$ cat src/rtl/seven_segment_pkg.sv
// Shared types and helpers for the seven-segment display scanner.
package seven_segment_pkg;

  // Scanner phases: all anodes dark between digits, or one digit lit.
  typedef enum logic {
    BLANK   = 1'b0,
    DISPLAY = 1'b1
  } scan_state_t;

  // Widest digit count the anode helper supports; callers slice the result.
  localparam int MAX_DIGITS = 32;
  localparam int MAX_IDX_W  = $clog2(MAX_DIGITS);

  // One-hot anode pattern for a digit in the requested polarity. With lit=0
  // the pattern is "all inactive", which a suppressed slot relies on.
  function automatic logic [MAX_DIGITS-1:0] anode_encode(
    input logic [MAX_IDX_W-1:0] index,
    input logic                 lit,
    input bit                   active_low
  );
    logic [MAX_DIGITS-1:0] onehot;
    onehot = '0;
    if (lit) onehot[index] = 1'b1;
    return active_low ? ~onehot : onehot;
  endfunction

endpackage

$ cat src/rtl/seven_segment_refresh_timer.sv
// Loadable down-counter with a terminal-count flag. The scanner reloads it on
// every terminal count, so the flag behaves as a one-cycle pulse per dwell.
module seven_segment_refresh_timer #(
  parameter int               WIDTH       = 17,
  parameter logic [WIDTH-1:0] RESET_COUNT = '0
) (
  input  logic             clk,
  input  logic             rst,
  input  logic             load,
  input  logic [WIDTH-1:0] load_count,
  output logic             terminal
);

  logic [WIDTH-1:0] count;

  // Count down to zero and hold; a load restarts the dwell at load_count.
  always_ff @(posedge clk or posedge rst) begin
    // NOTE: sequential state uses non-blocking assignments so every register
    // sees pre-edge values, independent of statement order.
    if (rst) begin
      count <= RESET_COUNT;
    end else if (load) begin
      count <= load_count;
    end else if (count != '0) begin
      count <= count - WIDTH'(1);
    end
  end

  assign terminal = (count == '0);

endmodule

$ cat src/rtl/seven_segment_display_scanner.sv
// Time-multiplexes a DIGIT_COUNT-nibble hex value onto a shared seven-segment
// bus: one nibble plus valid flag to the hex converter, one anode at a time,
// with a blank gap between digits, frame-synchronous value updates, per-digit
// enables and leading-zero blanking.
module seven_segment_display_scanner
  import seven_segment_pkg::*;
#(
  parameter int DIGIT_COUNT      = 8,
  parameter int REFRESH_CYCLES   = 100000,
  parameter int BLANK_CYCLES     = 2000,
  parameter bit ANODE_ACTIVE_LOW = 1'b1
) (
  input  logic                           clk,
  input  logic                           rst,
  input  logic [DIGIT_COUNT*4-1:0]       value_in,
  input  logic                           value_valid,
  input  logic [DIGIT_COUNT-1:0]         digit_enable,
  input  logic                           leading_zero_blank,
  output logic [3:0]                     hex,
  output logic                           hex_valid,
  output logic [DIGIT_COUNT-1:0]         anode,
  output logic [$clog2(DIGIT_COUNT)-1:0] digit_index,
  output logic                           frame_start
);

  localparam int IDX_W     = $clog2(DIGIT_COUNT);
  localparam int VAL_W     = DIGIT_COUNT * 4;
  localparam int DWELL_MAX = (REFRESH_CYCLES > BLANK_CYCLES) ? REFRESH_CYCLES : BLANK_CYCLES;
  localparam int CNT_W     = $clog2(DWELL_MAX + 1);

  // The timer is loaded with dwell-1 and signals on reaching zero.
  localparam logic [CNT_W-1:0]       REFRESH_LOAD = CNT_W'(REFRESH_CYCLES - 1);
  localparam logic [CNT_W-1:0]       BLANK_LOAD   = CNT_W'(BLANK_CYCLES - 1);
  localparam logic [IDX_W-1:0]       LAST_INDEX   = IDX_W'(DIGIT_COUNT - 1);
  localparam logic [DIGIT_COUNT-1:0] ANODE_OFF    = ANODE_ACTIVE_LOW ? '1 : '0;

  scan_state_t            state;
  logic [VAL_W-1:0]       shadow;
  logic [VAL_W-1:0]       frame;
  logic [VAL_W-1:0]       frame_view;
  logic                   frame_load;
  logic                   timer_tc;
  logic [CNT_W-1:0]       timer_load_count;
  logic [3:0]             view_nibble;
  logic                   upper_zero;
  logic                   view_suppressed;
  logic [MAX_DIGITS-1:0]  view_anode_full;
  logic [DIGIT_COUNT-1:0] view_anode;

  // The timer restarts on every terminal count with the length of the phase
  // being entered. Its reset value makes the first blank after reset last
  // BLANK_CYCLES, so digit 0 lights at the usual slot offset.
  assign timer_load_count = (state == BLANK) ? REFRESH_LOAD : BLANK_LOAD;

  seven_segment_refresh_timer #(
    .WIDTH       (CNT_W),
    .RESET_COUNT (BLANK_LOAD)
  ) u_timer (
    .clk        (clk),
    .rst        (rst),
    .load       (timer_tc),
    .load_count (timer_load_count),
    .terminal   (timer_tc)
  );

  // Work out what the slot being entered (or held) should show. On the frame
  // load edge the view already reflects the incoming frame, including a
  // same-cycle value_valid bypassing the shadow.
  always_comb begin
    // NOTE: every variable gets a default before any conditional update so no
    // path leaves it unassigned and no latch is inferred.
    frame_load      = (state == BLANK) && timer_tc && (digit_index == '0);
    frame_view      = frame;
    view_nibble     = 4'h0;
    upper_zero      = 1'b1;
    if (frame_load) frame_view = value_valid ? value_in : shadow;
    for (int i = 0; i < DIGIT_COUNT; i++) begin
      if (digit_index == IDX_W'(i)) view_nibble = frame_view[i*4 +: 4];
      if ((IDX_W'(i) >= digit_index) && (frame_view[i*4 +: 4] != 4'h0)) upper_zero = 1'b0;
    end
    view_suppressed = !digit_enable[digit_index] ||
                      (leading_zero_blank && (digit_index != '0) && upper_zero);
    view_anode_full = anode_encode(MAX_IDX_W'(digit_index), !view_suppressed, ANODE_ACTIVE_LOW);
    view_anode      = view_anode_full[DIGIT_COUNT-1:0];
  end

  // Scan FSM with registered outputs, shadow capture and frame load.
  always_ff @(posedge clk or posedge rst) begin
    if (rst) begin
      state       <= BLANK;
      digit_index <= '0;
      shadow      <= '0;
      frame       <= '0;
      hex         <= 4'h0;
      hex_valid   <= 1'b0;
      anode       <= ANODE_OFF;
      frame_start <= 1'b0;
    end else begin
      if (value_valid) shadow <= value_in;
      frame_start <= 1'b0;
      unique case (state)
        BLANK: begin
          if (timer_tc) begin
            state     <= DISPLAY;
            hex       <= view_nibble;
            anode     <= view_anode;
            hex_valid <= !view_suppressed;
            if (frame_load) begin
              frame       <= frame_view;
              frame_start <= 1'b1;
            end
          end else begin
            anode     <= ANODE_OFF;
            hex_valid <= 1'b0;
          end
        end
        DISPLAY: begin
          if (timer_tc) begin
            state       <= BLANK;
            anode       <= ANODE_OFF;
            hex_valid   <= 1'b0;
            digit_index <= (digit_index == LAST_INDEX) ? '0 : digit_index + IDX_W'(1);
          end else begin
            // Enables and blanking are re-sampled every lit cycle.
            hex       <= view_nibble;
            anode     <= view_anode;
            hex_valid <= !view_suppressed;
          end
        end
      endcase
    end
  end

endmodule

$ cat config.mk
export PLATFORM = sky130hd
export DESIGN_NAME = seven_segment_display_scanner
export DESIGN_NICKNAME = d
export VERILOG_FILES = /design/src/rtl/seven_segment_pkg.sv /design/src/rtl/seven_segment_refresh_timer.sv /design/src/rtl/seven_segment_display_scanner.sv
export SDC_FILE = /design/constraint.sdc
export NUM_CORES = 1
export LEC_CHECK = 0
export ABC_AREA = 0
export CELL_PAD_IN_SITES_DETAIL_PLACEMENT = 0
export CELL_PAD_IN_SITES_GLOBAL_PLACEMENT = 2
export CORE_MARGIN = 10
export CORE_UTILIZATION = 34
export CTS_CLUSTER_DIAMETER = 120
export DETAILED_ROUTE_END_ITERATION = 16
export GPL_TIMING_DRIVEN = 0
export PLACE_DENSITY_LB_ADDON = 0.1
export SYNTH_ARGS = -nofsm -noshare
export SYNTH_HDL_FRONTEND = slang
export SYNTH_SLANG_ARGS = --single-unit
$ cat constraint.sdc
create_clock -name clk -period 3.5 [get_ports clk]
set_input_delay 0.875 -clock clk [delete_from_list [all_inputs] [get_ports clk]]
set_output_delay 0.875 -clock clk [all_outputs]
set_load 0.02 [all_outputs]
* Yosys cells after proc, flatten, opt, wreduce, memory -nomap -nowiden
Cells that the tools add are included.
** Storage, ports and cells
- Register bits :: 99
- Bits of input ports :: 44
- Output and inout port bits :: 17
** Cells by class
- Reduce and logical (&&, ||, !) cells :: 32
- Multiplexer cells :: 42
- Equality and inequality tests :: 9
- Magnitude comparators :: 11
- Add/sub/neg operators :: 2
- Bitwise operators :: 2
** Operator list (count)
- 32-bit two-way mux :: 2
- 17-bit two-way mux :: 3
- 4-bit two-way mux :: 10
- 4-bit nonzero test :: 8
- 8-bit two-way mux :: 3
- 17-bit logical NOT :: 1
- 1-bit two-way mux :: 17
- 17-bit nonzero test :: 1
- 17-bit by 1-bit subtractor with 17-bit output, second input constant :: 1
- 8-bit case mux with 2 select lines :: 1
- 1-bit logical AND :: 13
- 3-bit == test, second input constant :: 4
- 3-bit >= comparator, first input constant :: 4
- 8-bit inverter :: 1
- 4-bit case mux with 2 select lines :: 1
- 3-bit by 2-bit == test with 1-bit output, second input constant :: 2
- 1-bit by 3-bit >= comparator with 1-bit output, first input constant :: 2
- 2-bit by 3-bit >= comparator with 1-bit output, first input constant :: 2
- 3-bit by 6-bit < comparator with 1-bit output, second input constant :: 1
- 3-bit by 4-bit < comparator with 1-bit output, second input constant :: 1
- 2-bit != test, second input constant :: 2
- 1-bit case mux with 2 select lines :: 2
- 2-bit AND reduction :: 2
- 3-bit by 1-bit adder with 3-bit output, second input constant :: 1
- 12 further kinds :: 13

* Longest topological paths before layout
- Depth in word-level cells :: 20
- Mapped depth :: 12
- Mapped depth without buffers :: 10

* Modules after synthesis
From an unflattened synthesis, not the netlist that was laid out.
** Second synthesis, totals
- Cell total of the unflattened synthesis :: 482
- Area total of the unflattened synthesis :: 5166.2 µm²
** By module, submodules not included
- seven_segment_display_scanner :: sequential area each 2062.0 µm², area each 4092.7 µm², cells an instance 373, instances 1
- seven_segment_refresh_timer :: sequential area each 436.7 µm², area each 1073.5 µm², cells an instance 109, instances 1

* Worst setup path after synthesis
Ideal clock, no wire load.
- Kind :: reg2reg
- From :: register u_timer.count[11]
- To :: register frame[10]
- Arrival :: 2.767 ns
- Period minus slack after synthesis :: 2.891 ns
- Buffers on the path :: 2
- Path slack :: 0.609 ns
- Required time :: 3.375 ns
- Stages on the path, launching flop included :: 10
- Cell sequence :: dfrtp_1 -> nor4_2 -> nand2b_1 -> buf_6 -> nor3b_1 -> ha_1 -> nand3b_1 -> nor4_4 -> buf_6 -> mux2_2
** Between the ends
- Cells in the longest elaborated chain, start to end :: 4
- Elaborated cells on any way between the ends :: 5
** Ends and longest elaborated chain
- start: declaration :: line seven_segment_refresh_timer.sv:14 : logic [WIDTH-1:0] count;
- start signal: assignment :: line seven_segment_refresh_timer.sv:23 : count <= load_count;
- start signal: assignment :: line seven_segment_refresh_timer.sv:25 : count <= count - WIDTH'(1);
- 17-bit logical NOT (*) :: line seven_segment_refresh_timer.sv:29 : assign terminal = (count == '0);
- 1-bit logical AND (2 in a row) :: line seven_segment_display_scanner.sv:72 : frame_load = (state == BLANK) && timer_tc && (digit_index == '0);
- 3-bit AND reduction (no source line) or 32-bit two-way mux (tied branches)
- end signal: assignment :: line seven_segment_display_scanner.sv:109 : frame <= frame_view;
- end: declaration :: line seven_segment_display_scanner.sv:39 : logic [VAL_W-1:0] frame;
Every way passes the cells marked *; elsewhere a longest branch is shown, timed or not.
A chain may end at the register's enable or synchronous reset.

* Worst setup path after layout
- From :: register u_timer.count[11]
- To :: register hex[2]
** Between the ends
- Cells in the longest elaborated chain, start to end :: 14
- Elaborated cells on any way between the ends :: 18
** Ends and longest elaborated chain
- 17-bit logical NOT (*) :: line seven_segment_refresh_timer.sv:29
- 1-bit logical AND (2 in a row) :: line seven_segment_display_scanner.sv:72
- 32-bit two-way mux :: line seven_segment_display_scanner.sv:76 : if (frame_load) frame_view = value_valid ? value_in : shadow;
- 4-bit two-way mux (8 in a row) :: line seven_segment_display_scanner.sv:78 : if (digit_index == IDX_W'(i)) view_nibble = frame_view[i*4 +: 4];
- 4-bit two-way mux, on equally long branches :: line seven_segment_display_scanner.sv:118, seven_segment_display_scanner.sv:103
- 4-bit case mux with 2 select lines :: line seven_segment_display_scanner.sv:101 : unique case (state)
- end signal: assignment :: line seven_segment_display_scanner.sv:105 : hex <= view_nibble;
- end signal: assignment :: line seven_segment_display_scanner.sv:125 : hex <= view_nibble;
- end: declaration :: line seven_segment_display_scanner.sv:19 : output logic [3:0] hex,
Every way passes the cells marked *; elsewhere a longest branch is shown, timed or not. The select of a mux whose other input is x is not followed.

==> results.md <==
* Area grow syn2layout at 24.2%
* Vias in the first global route at 4027
* Worst Hold Path Cells at 1
* Sequential share of the synthesized area at 49.3%
* Worst Path Required at 3.74 ns
* Max-cap violations at 0
* TritonCTS clock tree: done
* VDD IR max at 0.000231 V
* Vias per cell at 5.27
* Most common cell in the netlist: dfrtp_1
* First-pass GRT wire length at 22.1 mm
* YS warnings at 0
* ANT cells at 0
* Most used DFF post-synth: dfrtp_1
* DRT antenna net count at 0
* Pleak at 2.52 nW
* Fin nets at 571
* List of most frequent post-synthesis cells: dfrtp_1 (82), mux2_2 (55), nand2_1 (25), nor2_1 (25), mux2i_1 (18)
* Internal reg-to-reg setup slack at 0.32 ns
* Pre-CTS WS at -0.307 ns
* Initial antenna violation count at 0
* Syn avg cell area at 11.5 µm²
* Max Clock Freq at 314 MHz
* Crit-path max FO at 10
* Hold Path Origin: u_timer.count[0]
* Period utilization at 91.0%
* DRT Pass-1 Iters at 4
* DR vias at 3732
* Syn Inst Count at 441
* Rel. slew slack at 35.5%
* Reg2reg path depth at 12
* Slew Viols, Final at 0
* Area contributors post-synth: dfrtp_1 (41%), mux2_2 (12%), dfstp_2 (8.8%), mux2i_1 (3.6%), ha_1 (2.0%)
* Clock root cell: clkbuf_16
* Die Y at 142 µm
* Largest net degree at the start of global routing at 61
* FFs w/ async S/R, synth at 100%
* Number of remaining DRC errors at 0
* Mapped cell area at 5070 µm²
* H-tree Lvls at 3
* GRT Overall Usage at 14.0%
* Share of the synthesized area in the top cell type at 40.5%
* Detailed placement HPWL at 10.3 mm
* Final Wtd Congestion at 0.813
* Die X-Extent at 142 µm
* Post-synth EDFFs at 0
* Worst reg2reg path endpoint: hex[2]
* Unrepaired setup endpoints after global routing: false
* Final worst slack at 0.316 ns
* Register bit total from synthesis at 99
* Period minus WS final at 3.18 ns
* CTS max path bufs at 2
* Overflow after GRT at 0
* HP Class: flop to flop
* Input/output buffers at 60
* Mapped Nets at 493
* Yosys top cell by area: dfrtp_1
* Final setup skew at 0.0109 ns
* Die ar. at 20200 µm²
* CP arrival at 3.42 ns
* P per Cell Area at 396 nW/µm²
* Reg-to-Reg Start: u_timer.count[11]
* CORE AREA at 14600 µm²
* TritonCTS Buffers at 9
* Post-Route WL at 13.7 mm
* Iter 0 DRT Violations at 232
* Status: complete, no violations
* Crit Path Category: flop to flop
* Setup violators final at 0
* WHS Endpoint: u_timer.count[0]
* Share of layout cells above drive strength 1 at 24.2%
* Starting Density at 34.7%
* Final Hold Fails at 0
* CP Launch Type: flop
* Crit. End Element: flop
* Number of I/O pins at 61
* Clock slew at the register clock pins of the worst setup and hold paths at 0.07 ns
* Skew-Pair Late Insertion Delay at 0.37 ns
* Netlist cell types at 62
* Drt wl/cell at 19.4 µm
* Slew @ Worst Pin at 0.959 ns
* Final Power at 2.49 mW
* CTS Hold Bufs at 0
* # rows at 44
* Clk sink count at 99
stage by stage:
stage	setup TNS, ns	std cells	hold WS (ns)	instance area (µm²)	utilization, %
6_report	0	708	0.479	6290	43.1
2_1_floorplan	0	441	0.435	5070	-
4_1_cts	0	708	0.493	6270	43.0
3_3_place_gp	-149.08	685	0.448	5900	40.4
3_5_place_dp	-9.65	686	0.452	5930	40.6
5_1_grt	0	708	0.503	6290	43.1
cell families (layout without fill, tap and decap cells):
group                      after synthesis  count (layout)  synth area share [%]
DFF                                     99              99                  49.3
and+or+nand+nor                        126             126                  14.2
buffers and inverters                   34             117                  3.43
AOI/OAI and AO/OA                       78              78                  10.3
xor gates and xnor gates                13              13                  2.25
adders and majority gates                8               8                  1.98
muxes                                   83              83                  18.4
how the worst max path moves through the flow:
stage | slack [ns] | start | cells past startpoint | to
3_3_place_gp | -1.61 | rst | 2 | frame[27]
4_1_cts | 0.13 | u_timer.count[11] | 10 | anode[0]
2_1_floorplan | 0.06 | rst | 1 | digit_index[0]
6_report | 0.32 | u_timer.count[11] | 12 | hex[2]
3_5_place_dp | -0.31 | u_timer.count[11] | 9 | frame[1]
5_1_grt | 0.13 | u_timer.count[11] | 12 | hex[2]
per-layer routing:
layer / global-route usage, % / up-vias / routed length [µm]
met4: 5.38 / 0 / 243
met1: 17.2 / 1874 / 6190
li1: - / 1784 / -
met3: 3.67 / 18 / 511
met5: 0 / - / 0
met2: 23.1 / 56 / 6760
registers in the layout, indices dropped and copies added (netlist names):
name / count
shadow: 32
u_timer.count: 17
digit_index: 3
hex_valid: 1
state: 1
anode: 8
hex: 4
frame: 32
frame_start: 1
layout by cell type (no fill, tap or decap), types with 4 or more instances in the layout:
| cell | instances |
|---|---|
| ha_1 | 7 |
| dfrtp_1 | 82 |
| clkdlybuf4s50_1 | 60 |
| clkbuf_1 | 10 |
| nand2_1 | 25 |
| o21ai_0 | 17 |
| xnor2_1 | 8 |
| buf_6 | 5 |
| mux2i_1 | 18 |
| o2111ai_1 | 4 |
| nor2_1 | 25 |
| o21ai_1 | 7 |
| or4_1 | 4 |
| nand3_1 | 11 |
| dfstp_2 | 17 |
| mux2_2 | 55 |
| nor2b_1 | 6 |
| buf_4 | 7 |
| a21oi_1 | 14 |
| inv_6 | 4 |
| nor4_1 | 9 |
| o211ai_1 | 5 |
| nand2b_1 | 4 |
| mux2_1 | 8 |
| a31oi_1 | 7 |
| clkbuf_16 | 9 |
| buf_2 | 4 |
| xor2_1 | 5 |
| nor3_1 | 10 |
| nand3b_1 | 4 |
| inv_1 | 12 |
cell type report:
class | count | area, µm²
clock buffer | 9 | 225
timing repair buffer | 67 | 673
tap | 184 | 230
sequential | 99 | 2500
multi-input combinational | 308 | 2420
clock inverter | 7 | 67.6
fill | 1421 | 8300
inverter | 13 | 51.3
buffer | 21 | 129
report_power, final:
group	leakage (nW)	switching, mW	internal [mW]
combinational	1.21	0.118	0.132
sequential	1.17	0.0383	1.21
clock	0.140	0.490	0.500
total	2.52	0.646	1.85
worst max-delay path, cell delays in order (launching register included):
cell,delay [ns]
dfrtp_1,0.43
nor4_2,0.37
nand2b_1,0.11
buf_6,0.15
nor3b_2,0.27
ha_2,0.30
nand3b_1,0.11
buf_4,0.20
clkbuf_1,0.31
o2111ai_1,0.32
o211ai_1,0.15
a21oi_1,0.21
o21ai_0,0.13
repair_timing:
action | CTS | global route
resized for setup | 1 | 5
setup endpoints to repair | 43 | 9
pin swaps | 1 | 0
buffers inserted | 6 | 0
No activity file was read; power rests on OpenSTA's default activity.
